==> src/rtl/skipring_mc.sv <==
// rtl/skipring_mc.sv - multi-channel pulse-skipping ring with frame-aligned pattern commit
module skipring_mc #(
  parameter int               LEN     = 16,
  parameter int               CH      = 4,
  parameter int               DIV_W   = 8,
  parameter logic [LEN-1:0]   defSEL  = LEN'(1),
  parameter logic [LEN-1:0]   defMASK = '0,
  localparam int              AW      = $clog2(CH + 1),
  localparam int              PW      = $clog2(LEN)
) (
  input  logic             iCLK,
  input  logic             RST,
  input  logic [DIV_W-1:0] DIV,
  input  logic [CH-1:0]    E,
  input  logic [CH-1:0]    MODE,
  input  logic             WR,
  input  logic [AW-1:0]    WADDR,
  input  logic [LEN-1:0]   WDATA,
  output logic             oPEND,
  output logic             oWERR,
  output logic             oTICK,
  output logic [CH-1:0]    oEN,
  output logic             oB0,
  output logic [PW-1:0]    oPOS
);

  localparam logic [AW-1:0] RING_ADDR = AW'(CH);
  localparam logic [PW-1:0] LAST_POS  = PW'(LEN - 1);

  logic [DIV_W-1:0] cnt;
  logic [PW-1:0]    pos;
  logic [LEN-1:0]   ring;
  logic [LEN-1:0]   mask [CH];
  logic [AW-1:0]    sh_addr;
  logic [LEN-1:0]   sh_data;
  logic             tick;
  logic             boundary;
  logic             commit;
  logic             wr_bad;
  logic [CH-1:0]    skip;

  // '>=' rather than '==' so lowering DIV below the running count ticks at once instead of wrapping
  assign tick     = (cnt >= DIV);
  assign boundary = tick && (pos == LAST_POS);
  assign commit   = boundary && oPEND;
  assign wr_bad   = (WADDR > RING_ADDR);

  assign oB0  = ring[0];
  assign oPOS = pos;

  // per-channel skip decision from the mask bit at the pre-tick position
  always_comb begin
    skip = '0;
    for (int c = 0; c < CH; c++) begin
      skip[c] = E[c] & (MODE[c] ? ~mask[c][pos] : mask[c][pos]);
    end
  end

  // prescaler and frame position
  always_ff @(posedge iCLK or negedge RST) begin
    if (!RST) begin
      cnt <= '0;
      pos <= '0;
    end else if (tick) begin
      cnt <= '0;
      pos <= (pos == LAST_POS) ? '0 : pos + PW'(1);
    end else begin
      cnt <= cnt + DIV_W'(1);
    end
  end

  // ring rotates right each tick; a committed ring write replaces the rotation outright
  always_ff @(posedge iCLK or negedge RST) begin
    if (!RST) begin
      ring <= defSEL;
    end else if (commit && (sh_addr == RING_ADDR)) begin
      ring <= sh_data;
    end else if (tick) begin
      ring <= {ring[0], ring[LEN-1:1]};
    end
  end

  // channel masks take the shadow value only at a frame boundary
  always_ff @(posedge iCLK or negedge RST) begin
    if (!RST) begin
      for (int c = 0; c < CH; c++) begin
        mask[c] <= defMASK;
      end
    end else if (commit) begin
      for (int c = 0; c < CH; c++) begin
        if (sh_addr == AW'(c)) begin
          mask[c] <= sh_data;
        end
      end
    end
  end

  // single-entry shadow: accept when empty, reject (sticky error) when busy or misaddressed
  always_ff @(posedge iCLK or negedge RST) begin
    if (!RST) begin
      oPEND   <= 1'b0;
      oWERR   <= 1'b0;
      sh_addr <= '0;
      sh_data <= '0;
    end else begin
      if (commit) begin
        oPEND <= 1'b0;
      end
      if (WR) begin
        if (wr_bad || oPEND) begin
          oWERR <= 1'b1;
        end else begin
          sh_addr <= WADDR;
          sh_data <= WDATA;
          oPEND   <= 1'b1;
        end
      end
    end
  end

  // registered tick and per-channel enable pulses, one cycle after the tick
  always_ff @(posedge iCLK or negedge RST) begin
    if (!RST) begin
      oTICK <= 1'b0;
      oEN   <= '0;
    end else begin
      oTICK <= tick;
      oEN   <= {CH{tick}} & ~skip;
    end
  end

endmodule
==> config.mk <==
export PLATFORM = sky130hd
export DESIGN_NAME = skipring_mc
export DESIGN_NICKNAME = d
export VERILOG_FILES = /design/src/rtl/skipring_mc.sv
export SDC_FILE = /design/constraint.sdc
export NUM_CORES = 1
export LEC_CHECK = 0
export CORE_MARGIN = 2
export CORE_UTILIZATION = 52
export CTS_CLUSTER_SIZE = 20
export DETAILED_ROUTE_END_ITERATION = 7
export PLACE_DENSITY = 0.75
export SLEW_MARGIN = 0
export SYNTH_ARGS = -nofsm -noshare
export SYNTH_HDL_FRONTEND = slang
export SYNTH_SLANG_ARGS = --single-unit
==> constraint.sdc <==
create_clock -name iCLK -period 2.4 [get_ports iCLK]
set_clock_uncertainty 0.2 [all_clocks]
set_input_delay 0.48 -clock iCLK [delete_from_list [all_inputs] [get_ports iCLK]]
set_output_delay 0.48 -clock iCLK [all_outputs]
set_load 0.03 [all_outputs]
==> reports/results.txt, run 1 <==
Arrival time worst endpoint: 2630 ps
Cell Area, Synth: 5369 µm²
Total gr overflow: 0
Pin count of the biggest net entering global routing: 43
Most common cell after layout, fill and taps aside: dfrtp_1
Placed cells: 576
Core region area: 10180 µm²
Synth top area share: 54.53%
Vias in the first global route: 3607
Pwr Total: 7.537 mW
IO Pins: 50
Cell taking the most area after synthesis: dfrtp_1
Layout cells sized above 1: 39.41%
P_leak: 3.513 nW
Initial Utilization: 52.71%
Final hold viol count: 0
Buffers on Ports: 49
Async set or reset register ratio after synthesis: 100.0%
Detailed Route Iter0 Violations: 221
Least-Margin Pin Slew: 392.4 ps
Final net count: 512
Min Tclk post-route: 2427 ps
Longest Clk Path Bufs: 2
# Max-Cap Violations: 0
Peak VDD IR: 549.1 µV
Finished Core Util: 70.91%
Post-Syn Area per Cell: 14.02 µm²
Cts bufs inserted: 17
Worst Setup Start Kind: flip-flop
Slack of the critical path: -26.89 ps
Power Density: 1044 nW/µm²
Drt wl/cell: 20.10 µm
Worst Hold Class: in -> async
Clock Sinks: 118
Gpl congestion: 0.7638
Synth area leaders: dfrtp_1 (55%), mux2_2 (18%), mux4_2 (6.7%)
Highest Clock Rate: 412.1 MHz
Top_reg_cell synth: dfrtp_1
Crit share post-route: 101.1%
Critical Path Fanout Max: 6
Row cnt: 37
Layout fillers: 677
Yosys cell types: 37
Die height: 105.6 µm
Width of the chip: 105.6 µm
Data required, critical path: 2610 ps
DRC violations left: 0
Worst setup EP type: flip-flop
WHS: 221.7 ps
Vias per Instance: 5.569
Post-route ant nets: 0
Via count: 3414
Syn nets: 431
Post-place instance area: 6340 µm²
First-pass GRT wire length: 18910 µm
Final instance area: 7222 µm²
Initial antenna violation count: 0
CTS clk-pin slew, worst paths: 60 ps
Max_slew headroom: 73.84%
CTS H-tree lvls: 4
Total Wirelength: 12320 µm
Run status: finished with violations
Post-synth EDFFs: 0
CP Class: reg -> reg
DP Worst Slack: -648.5 ps
R2r setup slk: -30 ps
TritonCTS clock tree: yes
Post-DP HPWL: 7649 µm
Die ar.: 11150 µm²
Worst skew pair latency: 530 ps
Post-synthesis sequential area ratio: 55.02%
Layout Area Growth over Synthesis: 34.51%
Slew Limit Fails: 0
Clock root buffer: clkbuf_8
Setup-failing EPs final: 6
Gr usage total: 22.70%
Final TNS setup: -99.80 ps
Violated checks: setup timing
Final non-filler cell total: 613
DRT Pass-1 Iters: 4
YS warnings: 0
#FFs+latches synth: 118
Antenna fix cells: 0
Cell count after synthesis: 383
RSZ-0062 raised after global routing: yes
Most frequent cells in the layout: dfrtp_1 (116), mux2_2 (45), mux2_4 (40)
report_power, final:
part	internal, mW	switching (mW)	total [mW]
combinational	0.926	0.946	1.87
clock	1.86	0.936	2.80
sequential	2.39	0.477	2.87
final cells by class:
class | instances | area [µm²] | area share (%)
clock buffer | 19 | 441.7 | 6.116
clock inverter | 13 | 219.0 | 3.032
inverter | 10 | 47.55 | 0.6584
multi-input combinational | 236 | 2525 | 34.96
sequential | 118 | 2955 | 40.92
tap | 136 | 170.2 | 2.356
timing repair buffer | 81 | 863.3 | 11.95
cells in the mapped netlist (2+ instances only):
cell and number:
a21boi_0 4, a21o_1 2, a21oi_1 22, and3_1 5, buf_2 8, clkbuf_1 8, dfrtp_1 117, ha_1 10
inv_1 10, mux2_2 85, mux2i_1 20, mux4_2 16, nand2_1 4, nand2b_1 3, nand3_1 4, nand3_2 2
nand4_1 2, nor2_1 29, o21ai_0 2, o22ai_1 4, xnor2_1 3, xor2_1 8
cell families after synthesis:
family | Yosys count | share of synthesized area, %
buffers and inverters | 29 | 2.424
AOI/OAI and AO/OA | 39 | 5.034
xor gates and xnor gates | 11 | 1.795
and+or+nand+nor | 55 | 5.127
muxes | 121 | 28.27
DFF | 118 | 55.02
adders and majority gates | 10 | 2.330
repair_timing:
action | CTS | global route
gates resized for setup | 13 | 34
endpoints found under the hold margin | 25 | 0
setup buffers | 2 | 0
gates cloned | 0 | 2
setup endpoints to repair | 52 | 51
pin swaps | 1 | 1
hold buffers | 1 | 0
worst paths after layout:
path | start | end | depth (start not counted)
hold / removal | RST | sh_data[12] | 2
max in group asynchronous | RST | mask[9] | 3
hold reg to reg | oWERR | oWERR | 1
setup reg to reg | cnt[0] | mask[47] | 9
setup / recovery | cnt[0] | mask[47] | 9
min in group iCLK | oWERR | oWERR | 1
per-layer routing:
metal | part of all wire [%] | track usage (%)
met1 | 42 | 28.56
met2 | 51 | 38.25
met3 | 4.7 | 5.009
met4 | 2.1 | 9.211
met5 | 0 | 0
sequential cells by signal (all words and copies together) (netlist names):
name / count
sh_data: 16
oPOS: 4
oWERR: 1
mask: 64
sh_addr: 3
oPEND: 1
ring: 16
cnt: 8
oTICK: 1
oEN: 4
worst max-delay path, cell delays in order, from the launching register on:
cell and delay (ps):
dfrtp_1 390, inv_2 70, ha_4 190, nand2b_4 140, a2111oi_4 340, o311ai_4 180, buf_6 170, nand3_4 100
clkbuf_16 180, mux2_2 340
Note: power is estimated with default switching activity, not from simulation.
==> run 2, diff against run 1 <==
--- a/config.mk
+++ b/config.mk
@@ -5,11 +5,12 @@
 export SDC_FILE = /design/constraint.sdc
 export NUM_CORES = 1
 export LEC_CHECK = 0
+export ABC_AREA = 1
 export CORE_MARGIN = 2
-export CORE_UTILIZATION = 52
+export CORE_UTILIZATION = 55
 export CTS_CLUSTER_SIZE = 20
 export DETAILED_ROUTE_END_ITERATION = 7
-export PLACE_DENSITY = 0.75
+export PLACE_DENSITY = 0.76
 export SLEW_MARGIN = 0
 export SYNTH_ARGS = -nofsm -noshare
 export SYNTH_HDL_FRONTEND = slang
==> constraint.sdc (replaced) <==
create_clock -name iCLK -period 2.9 [get_ports iCLK]
set_clock_uncertainty 0.2 [all_clocks]
set_input_delay 0.58 -clock iCLK [delete_from_list [all_inputs] [get_ports iCLK]]
set_output_delay 0.58 -clock iCLK [all_outputs]
set_load 0.03 [all_outputs]
==> run 2 against run 1 <==
- the run now ends clean
- first-iteration DRC count up 110%
- routed wire length increased by 7.7%
- sequential power down 22%
- global-route usage is 2.4 points higher
- hold slack improved by 68 ps
- setup slack improved by 330 ps
- synthesized area is 6.7% higher
- total power down 18%
==> reports/results.txt, run 2 <==
Post-synthesis sequential area ratio: 51.58% (was 55.02%)
WHS: 289.7 ps (was 221.7 ps)
Cell taking the most area after synthesis: dfrtp_1 (unchanged)
Run status: finished clean (was finished with violations)
Pin count of the biggest net entering global routing: 48 (was 43)
Setup-failing EPs final: 0 (was 6)
Crit share post-route: 89.64%
GRT busiest layer: met2 (unchanged)
Detailed Route Iter0 Violations: 471 (was 221)
Syn nets: 756 (was 431)
Largest regs: mask: 64 flops, ring: 16 flops, sh_data: 16 flops (unchanged)
Worst Setup Start Kind: flip-flop (unchanged)
Post-route ant nets: 0 (unchanged)
Row cnt: 37 (unchanged)
Hold path depth: 1
P_leak: 3.577 nW (was 3.513 nW)
Top_reg_cell synth: dfrtp_1 (unchanged)
Most frequent cells in the layout: nand2_1 (237), dfrtp_1 (117), inv_1 (70) (was dfrtp_1 (116), mux2_2 (45), mux2_4 (40))
Via count: 4777 (was 3414)
Least-Margin Pin Slew: 611.8 ps (was 392.4 ps)
Most common cell after layout, fill and taps aside: nand2_1 (was dfrtp_1)
DRT Pass-1 Iters: 7 (was 4)
Async set or reset register ratio after synthesis: 100.0% (unchanged)
Synth top area share: 51.13% (was 54.53%)
CTS clk-pin slew, worst paths: 60 ps (about the same)
Final non-filler cell total: 901 (was 613)
NetSw: 2.349 mW (was 2.359 mW)
Post-place instance area: 6290 µm² (was 6340 µm²)
TritonCTS clock tree: yes (unchanged)
Highest Clock Rate: 384.7 MHz
Cell count after synthesis: 708 (was 383)
Total gr overflow: 0 (unchanged)
CP Class: reg -> out (was reg -> reg)
CP Cell Sequence: clkdlybuf4s50_1 (was inv_2, ha_4, nand2b_4, a2111oi_4, o311ai_4, buf_6, nand3_4, clkbuf_16, mux2_2)
Post-DP HPWL: 8689 µm (was 7649 µm)
Gpl congestion: 0.8569 (was 0.7638)
Cell Area, Synth: 5727 µm² (was 5369 µm²)
Met3 Use GR: 4.966% (was 5.009%)
YS warnings: 0 (unchanged)
Slew Limit Fails: 0 (unchanged)
Antenna fix cells: 0 (unchanged)
Combinational share of power: 31.8% (was 24.8%)
Sw frac: 37.89% (was 31.30%)
CP max-delay cell: clkdlybuf4s50_1 (was dfrtp_1)
Slack of the critical path: 300.5 ps (was -26.89 ps)
Register name with the most flops: mask (unchanged)
Critical Path Fanout Max: 9 (was 6)
Synth area leaders: dfrtp_1 (51%), nand2_1 (16%), o21ai_1 (5.6%) (was dfrtp_1 (55%), mux2_2 (18%), mux4_2 (6.7%))
Multi-input logic area: 2287 µm² (was 2525 µm²)
Yosys cell types: 30 (was 37)
Bufs and invs on worst path: 1 (was 3)
Hold Path End: oWERR
Worst Hold Class: reg -> reg (was in -> async)
Core region area: 10230 µm² (was 10180 µm²)
Placed cells: 868 (was 576)
Min Tclk post-route: 2599 ps
Layout fillers: 790 (was 677)
Max stage delay on crit path: 750 ps (was 390 ps)
Layout Area Growth over Synthesis: 19.75% (was 34.51%)
Final instance area: 6858 µm² (was 7222 µm²)
Buffers on Ports: 49 (unchanged)
Reg2Reg Depth: 9 (unchanged)
Data required, critical path: 2120 ps (was 2610 ps)
Post-Syn Area per Cell: 8.089 µm² (was 14.02 µm²)
Sequential share of power: 36.4% (was 38.1%)
R2r setup slk: 570 ps (was -30 ps)
Power Density: 903.9 nW/µm² (was 1044 nW/µm²)
R2R Path Start: cnt[6] (was cnt[0])
RSZ-0062 raised after global routing: no (was yes)
Final hold viol count: 0 (unchanged)
#FFs+latches synth: 118 (unchanged)
Worst skew pair latency: 520 ps (was 530 ps)
Die height: 106.0 µm (was 105.6 µm)
Clock Sinks: 118 (unchanged)
Die ar.: 11240 µm² (was 11150 µm²)
Top delay family on crit path: buffers and inverters (was compound AO/OA/AOI/OAI gates)
Reg-to-Reg End: ring[9] (was mask[47])
IO Pins: 50 (unchanged)
Peak VDD IR: 520.1 µV (was 549.1 µV)
Post-synth EDFFs: 0 (unchanged)
Commonest cells in the netlist: nand2_1 (237), dfrtp_1 (117), inv_1 (70) (was dfrtp_1 (117), mux2_2 (85), nor2_1 (29))
# Max-Cap Violations: 0 (unchanged)
Max reg flops: 64 (unchanged)
Initial Utilization: 55.97% (was 52.71%)
Vias per Instance: 5.302 (was 5.569)
Gr usage total: 25.07% (was 22.70%)
Most common cell in the netlist: nand2_1 (was dfrtp_1)
Layout cells sized above 1: 7.451% (was 39.41%)
First-pass GRT wire length: 22100 µm (was 18910 µm)
Vias in the first global route: 4598 (was 3607)
Worst Hold Launch: oWERR
Longest Clk Path Bufs: 2 (unchanged)
# Post-CTS Setup Buffers: 0 (was 2)
Clock root buffer: clkbuf_8 (unchanged)
Routing usage on met2: 40.05% (was 38.25%)
CTS H-tree lvls: 4 (unchanged)
Cts bufs inserted: 17 (unchanged)
Initial antenna violation count: 0 (unchanged)
M1 GR Usage: 34.76% (was 28.56%)
Max_slew headroom: 59.12% (was 73.84%)
DP Worst Slack: -44.80 ps (was -648.5 ps)
Total Wirelength: 13270 µm (was 12320 µm)
Width of the chip: 106.0 µm (was 105.6 µm)
Finished Core Util: 67.03% (was 70.91%)
P_int: 3.850 mW (was 5.178 mW)
DRC violations left: 0 (unchanged)
Drt wl/cell: 14.72 µm (was 20.10 µm)
Clk network pwr share: 31.8% (was 37.1%)
Storage element area: 2954 µm² (was 2955 µm²)
Arrival time worst endpoint: 1820 ps (was 2630 ps)
Final net count: 800 (was 512)
Worst setup EP type: output pin (was flip-flop)
## run 2: area by class of cell
cell class / count / area share, %
Timing Repair Buffer: 61 / 9.013
Tap cell: 136 / 2.481
Clock inverter: 14 / 1.897
Inverter: 72 / 3.941
Clock buffer: 18 / 6.240
Sequential cell: 118 / 43.08
Multi-Input combinational cell: 482 / 33.35
## run 2: stage by stage
step	power [mW]	setup TNS (ps)
2_1_floorplan	3.560	0
3_3_place_gp	4.163	0
3_5_place_dp	4.234	-411.7
4_1_cts	6.201	0
5_1_grt	6.547	0
6_report	6.199	0
## run 2: cell families (layout without fill, tap and decap cells)
| group | Yosys count | after routing | share of synthesized area [%] |
|---|---|---|---|
| compound gates | 129 | 129 | 12.48 |
| xor+xnor | 2 | 2 | 0.3059 |
| fa+ha+maj | 10 | 10 | 2.185 |
| buf+inv | 108 | 165 | 8.477 |
| flops | 118 | 118 | 51.58 |
| mux | 1 | 1 | 0.1966 |
| simple gates | 340 | 340 | 24.78 |
## run 2: worst max path at each step
| stage | start | to | depth (start not counted) |
|---|---|---|---|
| floorplan | DIV[7] | mask[10] | 12 |
| global route | oPOS[2] | oPOS[2] | 1 |
| finish | oPOS[2] | oPOS[2] | 1 |
| CTS | oPOS[2] | oPOS[2] | 1 |
| detailed placement | DIV[7] | ring[3] | 11 |
| global placement | DIV[7] | ring[13] | 11 |
## run 2: what timing repair did
action | in CTS | in global routing
hold buffers | 1 | 0
hold endpoints to repair | 40 | 0
resized for setup | 0 | 0
endpoints found under the setup margin | 0 | 0
## run 2: per-layer routing
layer	vias up	routed length, µm	share of wire, %
li1	2356	-	-
met1	2241	5992	45
met2	160	6266	47
met3	20	769	5.8
met4	0	239	1.8
met5	-	0	0
## run 2: power groups by stage
stage / combinational [mW] / sequential [mW] / clock (mW)
3_3_place_gp: 1.90 / 2.26 / 0
5_1_grt: 2.20 / 2.29 / 2.05
6_report: 1.97 / 2.25 / 1.97
4_1_cts: 1.98 / 2.25 / 1.97
3_5_place_dp: 1.96 / 2.27 / 0
2_1_floorplan: 1.25 / 2.31 / 0
==> run 3, diff against run 2 <==
--- a/config.mk
+++ b/config.mk
@@ -6,6 +6,8 @@
 export NUM_CORES = 1
 export LEC_CHECK = 0
 export ABC_AREA = 1
+export ABC_CLOCK_PERIOD_IN_PS = 2900
+export CAP_MARGIN = 20
 export CORE_MARGIN = 2
 export CORE_UTILIZATION = 55
 export CTS_CLUSTER_SIZE = 20
==> results of run 3 <==
No change in the layout: final DEF, timing and power equal those of run 2.
